File: config.mk
export PLATFORM = sky130hd
export DESIGN_NAME = comparator_injector
export DESIGN_NICKNAME = d
export VERILOG_FILES = /design/src/rtl/comparator_injector.sv
export SDC_FILE = /design/constraint.sdc
export NUM_CORES = 1
export LEC_CHECK = 0
export CAP_MARGIN = 25
export CORE_MARGIN = 3
export CORE_UTILIZATION = 45
export DETAILED_ROUTE_END_ITERATION = 8
export PLACE_DENSITY = 0.77
export SYNTH_ARGS = -nofsm -noshare
export SYNTH_HDL_FRONTEND = slang
export SYNTH_SLANG_ARGS = --single-unit
File: constraint.sdc
create_clock -name clock -period 3.2 [get_ports clock]
set_clock_uncertainty 0.1 [all_clocks]
set_input_delay 0.48 -clock clock [delete_from_list [all_inputs] [get_ports clock]]
set_output_delay 0.48 -clock clock [all_outputs]
set_load 0.03 [all_outputs]
File: src/rtl/comparator_injector.sv
// Comparator test pulser: fires trains of injection pulses, samples the comparator
// halfstrips and compout at a programmable point after each pulse, and counts errors.
module comparator_injector (
  input  logic        clock,
  input  logic        reset,
  input  logic        fire_pulse,
  input  logic [11:0] num_pulses,
  input  logic [3:0]  pulse_width,
  input  logic [3:0]  bx_delay,
  input  logic        compin_inject,
  input  logic [31:0] halfstrips,
  input  logic        compout,
  input  logic        compout_expect,
  input  logic [4:0]  active_halfstrip,
  input  logic        halfstrip_mask_en,
  input  logic        thresholds_errcnt_rst,
  input  logic        offsets_errcnt_rst,
  input  logic        compout_errcnt_rst,
  output logic        pulse_en,
  output logic        compin,
  output logic        pulser_ready,
  output logic [31:0] halfstrips_last,
  output logic        compout_last,
  output logic [15:0] thresholds_errcnt,
  output logic [15:0] offsets_errcnt,
  output logic [15:0] compout_errcnt
);

  localparam logic [1:0] IDLE  = 2'd0;
  localparam logic [1:0] PULSE = 2'd1;
  localparam logic [1:0] WAIT  = 2'd2;

  logic [1:0]  state;
  logic [1:0]  state_next;
  logic        fire_prev;
  logic [11:0] sent;
  logic [3:0]  timer;

  logic        fire_rise;
  logic        start;
  logic        pulse_done;
  logic        sample_point;
  logic        more_pulses;
  logic [31:0] expected_pattern;
  logic        threshold_error;
  logic        offset_error;
  logic        compout_error;

  assign fire_rise    = fire_pulse & ~fire_prev;
  assign start        = (state == IDLE) && fire_rise && (num_pulses != 12'd0);
  assign pulse_done   = (state == PULSE) && (timer == pulse_width);
  assign sample_point = (state == WAIT) && (timer == bx_delay);
  assign more_pulses  = sent < num_pulses;

  // NOTE: every signal assigned in always_comb gets a default first so no latch is inferred.
  always_comb begin
    state_next = state;
    case (state)
      IDLE:    if (start) state_next = PULSE;
      PULSE:   if (pulse_done) state_next = WAIT;
      WAIT:    if (sample_point) state_next = more_pulses ? PULSE : IDLE;
      default: state_next = IDLE;
    endcase
  end

  // NOTE: sequential state uses non-blocking assignments so every register samples pre-edge values.
  always_ff @(posedge clock) begin
    if (!reset) begin
      state     <= IDLE;
      fire_prev <= 1'b0;
      sent      <= 12'd0;
      timer     <= 4'd0;
    end else begin
      state     <= state_next;
      fire_prev <= fire_pulse;
      // The timer restarts on every state change and counts clocks within a phase.
      if (state_next != state) timer <= 4'd0;
      else                     timer <= timer + 4'd1;
      if (start)                           sent <= 12'd1;
      else if (sample_point && more_pulses) sent <= sent + 12'd1;
    end
  end

  assign pulse_en     = (state == PULSE);
  assign compin       = pulse_en & compin_inject;
  assign pulser_ready = (state == IDLE);

  assign expected_pattern = 32'd1 << active_halfstrip;
  assign threshold_error  = sample_point &&
                            (halfstrip_mask_en ? !halfstrips[active_halfstrip]
                                               : (halfstrips != expected_pattern));
  assign offset_error     = (state == IDLE) && (halfstrips != 32'd0);
  assign compout_error    = sample_point && (compout != compout_expect);

  // Saturating counter step; a clear wins over a simultaneous increment.
  function automatic logic [15:0] count_next(input logic [15:0] cnt,
                                             input logic        clr,
                                             input logic        inc);
    logic [15:0] result;
    result = cnt;
    if (clr)                           result = 16'd0;
    else if (inc && cnt != 16'hFFFF)   result = cnt + 16'd1;
    return result;
  endfunction

  always_ff @(posedge clock) begin
    if (!reset) begin
      halfstrips_last   <= 32'd0;
      compout_last      <= 1'b0;
      thresholds_errcnt <= 16'd0;
      offsets_errcnt    <= 16'd0;
      compout_errcnt    <= 16'd0;
    end else begin
      if (sample_point) begin
        halfstrips_last <= halfstrips;
        compout_last    <= compout;
      end
      thresholds_errcnt <= count_next(thresholds_errcnt, thresholds_errcnt_rst, threshold_error);
      offsets_errcnt    <= count_next(offsets_errcnt, offsets_errcnt_rst, offset_error);
      compout_errcnt    <= count_next(compout_errcnt, compout_errcnt_rst, compout_error);
    end
  end

endmodule

Yosys cells after proc, flatten, opt, wreduce, memory -nomap -nowiden

Cells that the tools add are included.
W data, S select, Z words.

Flip-flop bits (word level): 100
Input port bits: 67
Output and inout bits: 84
Word-level logic and storage cells: 63

Add/sub/neg operators: 5
Order comparisons: 2
Equal/unequal tests: 10
Shifts and indexed selects: 1
Multiplexer cells: 10
Bitwise logic cells: 4
Reductions and logical operators: 21

Operators with widths:

| operator                | count |
|---|---|
| $add A16 B1 Y16 const B | 3 |
| $ne A16 B16 Y1 const B  | 3 |
| $ne A32 B32 Y1          | 1 |
| $reduce_bool A32 Y1     | 1 |
| $shl A1 B5 Y32 const A  | 1 |
| $add A12 B1 Y12 const B | 1 |
| $lt A12 B12 Y1          | 1 |
| $reduce_bool A12 Y1     | 1 |
| $logic_and A1 B1 Y1     | 11 |
| $reduce_or A2 Y1        | 5 |
| $eq A4 B4 Y1            | 2 |
| $lt A5 B6 Y1 const B    | 1 |
| $mux W2                 | 3 |
| $pmux W2 S3             | 1 |
| $bmux W1 S5             | 1 |
| $mux W1                 | 5 |
| $add A4 B1 Y4 const B   | 1 |
| $and A1 B1 Y1           | 2 |
| $eq A2 B1 Y1 const B    | 1 |
| $eq A2 B2 Y1 const B    | 1 |
| $logic_not A2 Y1        | 1 |
| $ne A2 B2 Y1            | 1 |
| $not A1 Y1              | 2 |
| $reduce_bool A2 Y1      | 1 |
| 2 further kinds         | 2 |

Longest topological paths before layout

Word-level depth: 8
Mapped depth: 13
Mapped depth without buffers: 10

Least setup slack after synthesis

No wires, ideal clock.

Path kind: input -> register
Start point: input port active_halfstrip[2]
End point: register thresholds_errcnt[13]
Setup time: 0.118 ns
Arrival time: 2.803 ns
Data required time: 2.982 ns
Setup slack: 0.179 ns
Stages: 11
Buffers on the path: 3
Path through: buf_4 > clkbuf_1 > mux4_1 > mux2_2 > mux2i_1 > nor3_1 > or3_1 > buf_6 > nor2_2 > or4b_1 > mux2i_1

Cells in the longest elaborated chain, start to end: 6
Elaborated cells between the ends (all ways): 8
Those cells by class: eq/ne (1); shift (1); mux (3); reduce/logical (3)

Ends and longest elaborated chain:

| item                          | RTL line | source |
|---|---|---|
| from (decl)                   | 14       | `input logic [4:0] active_halfstrip,` |
| $bmux W1 S5                   | 90       | `(halfstrip_mask_en ? !halfstrips[active_halfstrip]` |
| $mux W1 (not written as such) | 90       |  |
| $logic_not A1 Y1              | 90       |  |
| $mux W1 *                     | 90       |  |
| $logic_and A1 B1 Y1 *         | 89       | `assign threshold_error = sample_point &&` |
| $logic_and A1 B1 Y1 *         | 102      | `else if (inc && cnt != 16'hFFFF) result = cnt + 16'd1;` |
| to (signal assigned)          | 118      | `thresholds_errcnt <= count_next(thresholds_errcnt, thresholds_errcnt_rst, threshold_error);` |
| to (decl)                     | 24       | `output logic [15:0] thresholds_errcnt,` |

Mark *: on every way between the ends. The rest lies on a longest branch, timed or not. The select of a mux whose other input is x is not followed.
A chain may end at the register's enable or synchronous reset.

Worst setup path in the final report

Start point: input port active_halfstrip[3]
End point: register thresholds_errcnt[15]

Same word-level chain as after synthesis.

==> results.py <==
metrics = {
    "synthesis": {
        "synth_edf_count": 0,
        "syn_inst": 697,
        "yosys.area.top_type": "dfxtp_1",
        "synth_warnings": 0,
        "ys.flop_type": "dfxtp_1",
        "async_reset_ff_frac": 0,
        "synth.most_common_cell": "dfxtp_1",
        "syn-num-nets": 780,
        "yosysTopAreaCellShare": 0.336,
        "synth_area_sq_um": 5960,
        "yosysUniqueCellTypes": 73,
        "synth_seq_area_share": 0.336,
        "synth_common_cells": "100 x dfxtp_1, 85 x nor2_1, 53 x mux2i_1, 45 x nand2_1, 41 x nor2b_1",
        "avgSynthCellArea_sq_um": 8.56,
        "synth_area_leaders": "dfxtp_1 34%, mux2i_1 8.9%, nor2_1 5.3%",
        "ys_ff_latch": 100,
    },
    "sta": {
        "hold_ws_ns": 0.409,
        "finalHoldViolCount": 0,
        "worst_pin_slew_ns": 0.844,
        "fmax_ghz": 0.313,
        "setup_viol": 0,
        "fin_crit_sh": 0.998,
        "maxSlewViolCount": 0,
        "relSlewSlack": 0.433,
        "post-route-min-period_ns": 3.19,
    },
    "min_path": {
        "hold_path_class": "register to register",
        "whs_endpoint": "thresholds_errcnt[13]",
        "hold_depth": 2,
        "min-delay-start": "thresholds_errcnt[13]",
    },
    "layout": {
        "utilization": 0.685,
        "area_growth_syn_to_layout_pct": 46.8,
        "layout.nets": 1010,
        "antenna_cells": 0,
        "drive_gt1_frac": 0.158,
    },
    "clocking": {
        "cts_tree": "done",
        "hold_buffers": 0,
        "h-tree-depth": 3,
        "clkLatencyLatePin_ns": 0.36,
        "clk_pin_slew_ns": 0.07,
        "cts-root-buf": "clkbuf_16",
        "cts-buffers-inserted": 9,
        "cts_num_sinks": 100,
        "ctsLongestPathBuffers": 2,
    },
    "global_routing": {
        "grt_pass1_wl_mm": 30.2,
        "globalRouteOverflowTotal": 0,
        "grt_max_degree": 33,
        "grt_pass1_vias": 6096,
        "grtUsageTotal": 0.254,
        "antenna_found_initial": 1,
    },
    "job": {
        "drv_cap": 0,
    },
    "die": {
        "die_y_um": 121,
        "fp-row-count": 41,
        "chipWidth_um": 121,
        "core_area_sq_um": 12800,
        "fp.dieArea_sq_um": 14700,
        "start_util": 0.467,
        "ioPinCount": 151,
    },
    "worst_setup_path": {
        "timing.rr.end": "thresholds_errcnt[13]",
        "critPathLaunchType": "input pin",
        "r2r_cells": 10,
        "worstSetupEndpointType": "register",
        "crit_required_ns": 3.35,
        "rrSetupSlack_ns": 0.44,
        "startpoint": "active_halfstrip[3]",
        "critPathKind": "input pin to register",
        "crit_chain": "buf_2 > buf_6 > or4b_4 > or4b_4 > a32oi_2 > nand4_1 > nor4_4 > buf_4 > nor3_4 > buf_12 > buf_4 > a31o_1",
        "rr_startpoint": "timer[0]",
        "cp_max_fo": 6,
        "cp_top_family": "simple AND/OR/NAND/NOR gates",
        "crit_buf_inv": 5,
        "worst_ep_arrival_time_ns": 3.34,
        "max_stage_delay_ns": 0.53,
        "crit_slowest_cell": "or4b_4",
    },
    "detailed_routing": {
        "viasPerCell": 5.65,
        "ant_nets": 0,
        "vias": 6235,
        "wl_per_cell_um": 17.4,
        "dr.first_iter.drc_count": 505,
        "drt_pass1_iterations": 7,
        "post-route-drc-count": 0,
        "drt-total-wl_mm": 19.2,
    },
    "placed_design": {
        "io_buffers": 150,
        "hpwl_mm": 14.7,
        "place_congestion": 0.998,
    },
    "power": {
        "p_leak_nw": 3.36,
        "ir_worst_vdd_mv": 0.405,
        "power_density_nw_per_um2": 336,
    },
    "outcome": {
        "outcome": "finished, final reports clean",
    },
}
state kept, by name, summed over array words and instances, names as in the netlist:
name / count
sent: 12
state: 2
offsets_errcnt: 16
timer: 4
halfstrips_last: 32
compout_last: 1
thresholds_errcnt: 16
compout_errcnt: 16
fire_prev: 1
area by class of cell:
| class | instances | area, sq um |
|---|---|---|
| tap | 172 | 215 |
| clock inverter | 6 | 92.6 |
| fill | 1028 | 4020 |
| inverter | 21 | 78.8 |
| sequential | 100 | 2000 |
| multi-input combinational | 543 | 3800 |
| clock buffer | 10 | 239 |
| timing repair buffer | 252 | 2320 |
worst reg2reg max path, stage by stage (launching register included):
cell	delay [ns]
dfxtp_1	0.44
xor2_1	0.10
nor4_1	0.32
buf_4	0.17
and3b_2	0.21
nand3_1	0.07
or3_4	0.35
buf_4	0.17
nor2_4	0.12
or4b_4	0.47
mux2i_1	0.13
kinds of logic (layout without fill, tap and decap cells):
group | Yosys count | count (layout) | share of synthesized area
and+or+nand+nor | 335 | 335 | 0.307
DFF | 100 | 100 | 0.336
AOI/OAI and AO/OA | 78 | 78 | 0.0925
muxes | 60 | 60 | 0.112
xor gates and xnor gates | 54 | 54 | 0.0793
buffers and inverters | 54 | 289 | 0.0396
adders and majority gates | 16 | 16 | 0.0336
report_power, final:
part           total, mW  leakage [nW]  switching (mW)  internal [mW]
Clock               1.22         0.156           0.509          0.713
Combinational      0.454          2.40           0.218          0.236
Sequential          1.27         0.807          0.0127           1.25
Total               2.94          3.36           0.740           2.20
through the flow:
stage	instance area [sq um]	cells	setup slack, ns	total power [mW]	TNS (ns)
finish	8750	1104	0.00508	2.94	0
global route	8750	1104	-0.0131	3.04	-0.0131
CTS	8630	1098	0.0110	2.95	0
detailed placement	8240	1079	-0.721	1.73	-10.52
global placement	8240	1079	-0.643	1.72	-9.36
floorplan	5960	697	0.179	1.47	0
placed cells by master, fill, tap and decap left out, types with 3 or more instances in the layout:
cell type / Yosys / final
nand4_1: 21 / 21
o21ai_0: 13 / 12
nand3_1: 28 / 28
mux4_1: 4 / 4
or4b_4: 0 / 3
and4_1: 6 / 6
clkbuf_16: 0 / 10
nor2b_1: 41 / 41
nor3b_1: 7 / 7
ha_1: 16 / 16
nor4_1: 18 / 18
mux2_2: 3 / 3
dlymetal6s2s_1: 0 / 3
a31oi_1: 5 / 5
nor3_1: 15 / 15
clkdlybuf4s50_1: 0 / 142
buf_12: 0 / 3
a21o_1: 6 / 6
nand2_1: 45 / 45
nand4b_1: 3 / 3
xor2_1: 26 / 26
mux2i_1: 53 / 53
nand2b_1: 13 / 13
and2_1: 9 / 9
buf_6: 3 / 3
nor2_1: 85 / 85
and3_1: 15 / 15
dfxtp_1: 100 / 100
or3_1: 4 / 3
xnor2_1: 28 / 27
buf_4: 1 / 93
o31ai_1: 3 / 3
nand3b_1: 3 / 3
a31o_1: 3 / 3
a21oi_1: 14 / 14
inv_1: 21 / 21
buf_2: 6 / 3
layer usage:
layer | global-route usage | routed length (um)
met1 | 0.319 | 8050
met2 | 0.433 | 9310
met3 | 0.0527 | 1380
met4 | 0.0836 | 413
met5 | 0 | 7
how the worst max path moves through the flow:
stage	end	slack, ns	cells after the start
floorplan	thresholds_errcnt[13]	0.18	11
finish	thresholds_errcnt[15]	0.005	12
global route	thresholds_errcnt[13]	-0.01	10
CTS	thresholds_errcnt[8]	0.01	14
global placement	thresholds_errcnt[5]	-0.64	10
detailed placement	thresholds_errcnt[11]	-0.72	10
repair_timing:
action / CTS / global route
gates resized for setup: 16 / 20
setup buffers: 2 / 4
pin swaps: 6 / 7
gates cloned: 1 / 2
setup endpoints to repair: 16 / 15
Note: power is estimated with default switching activity, not from simulation.
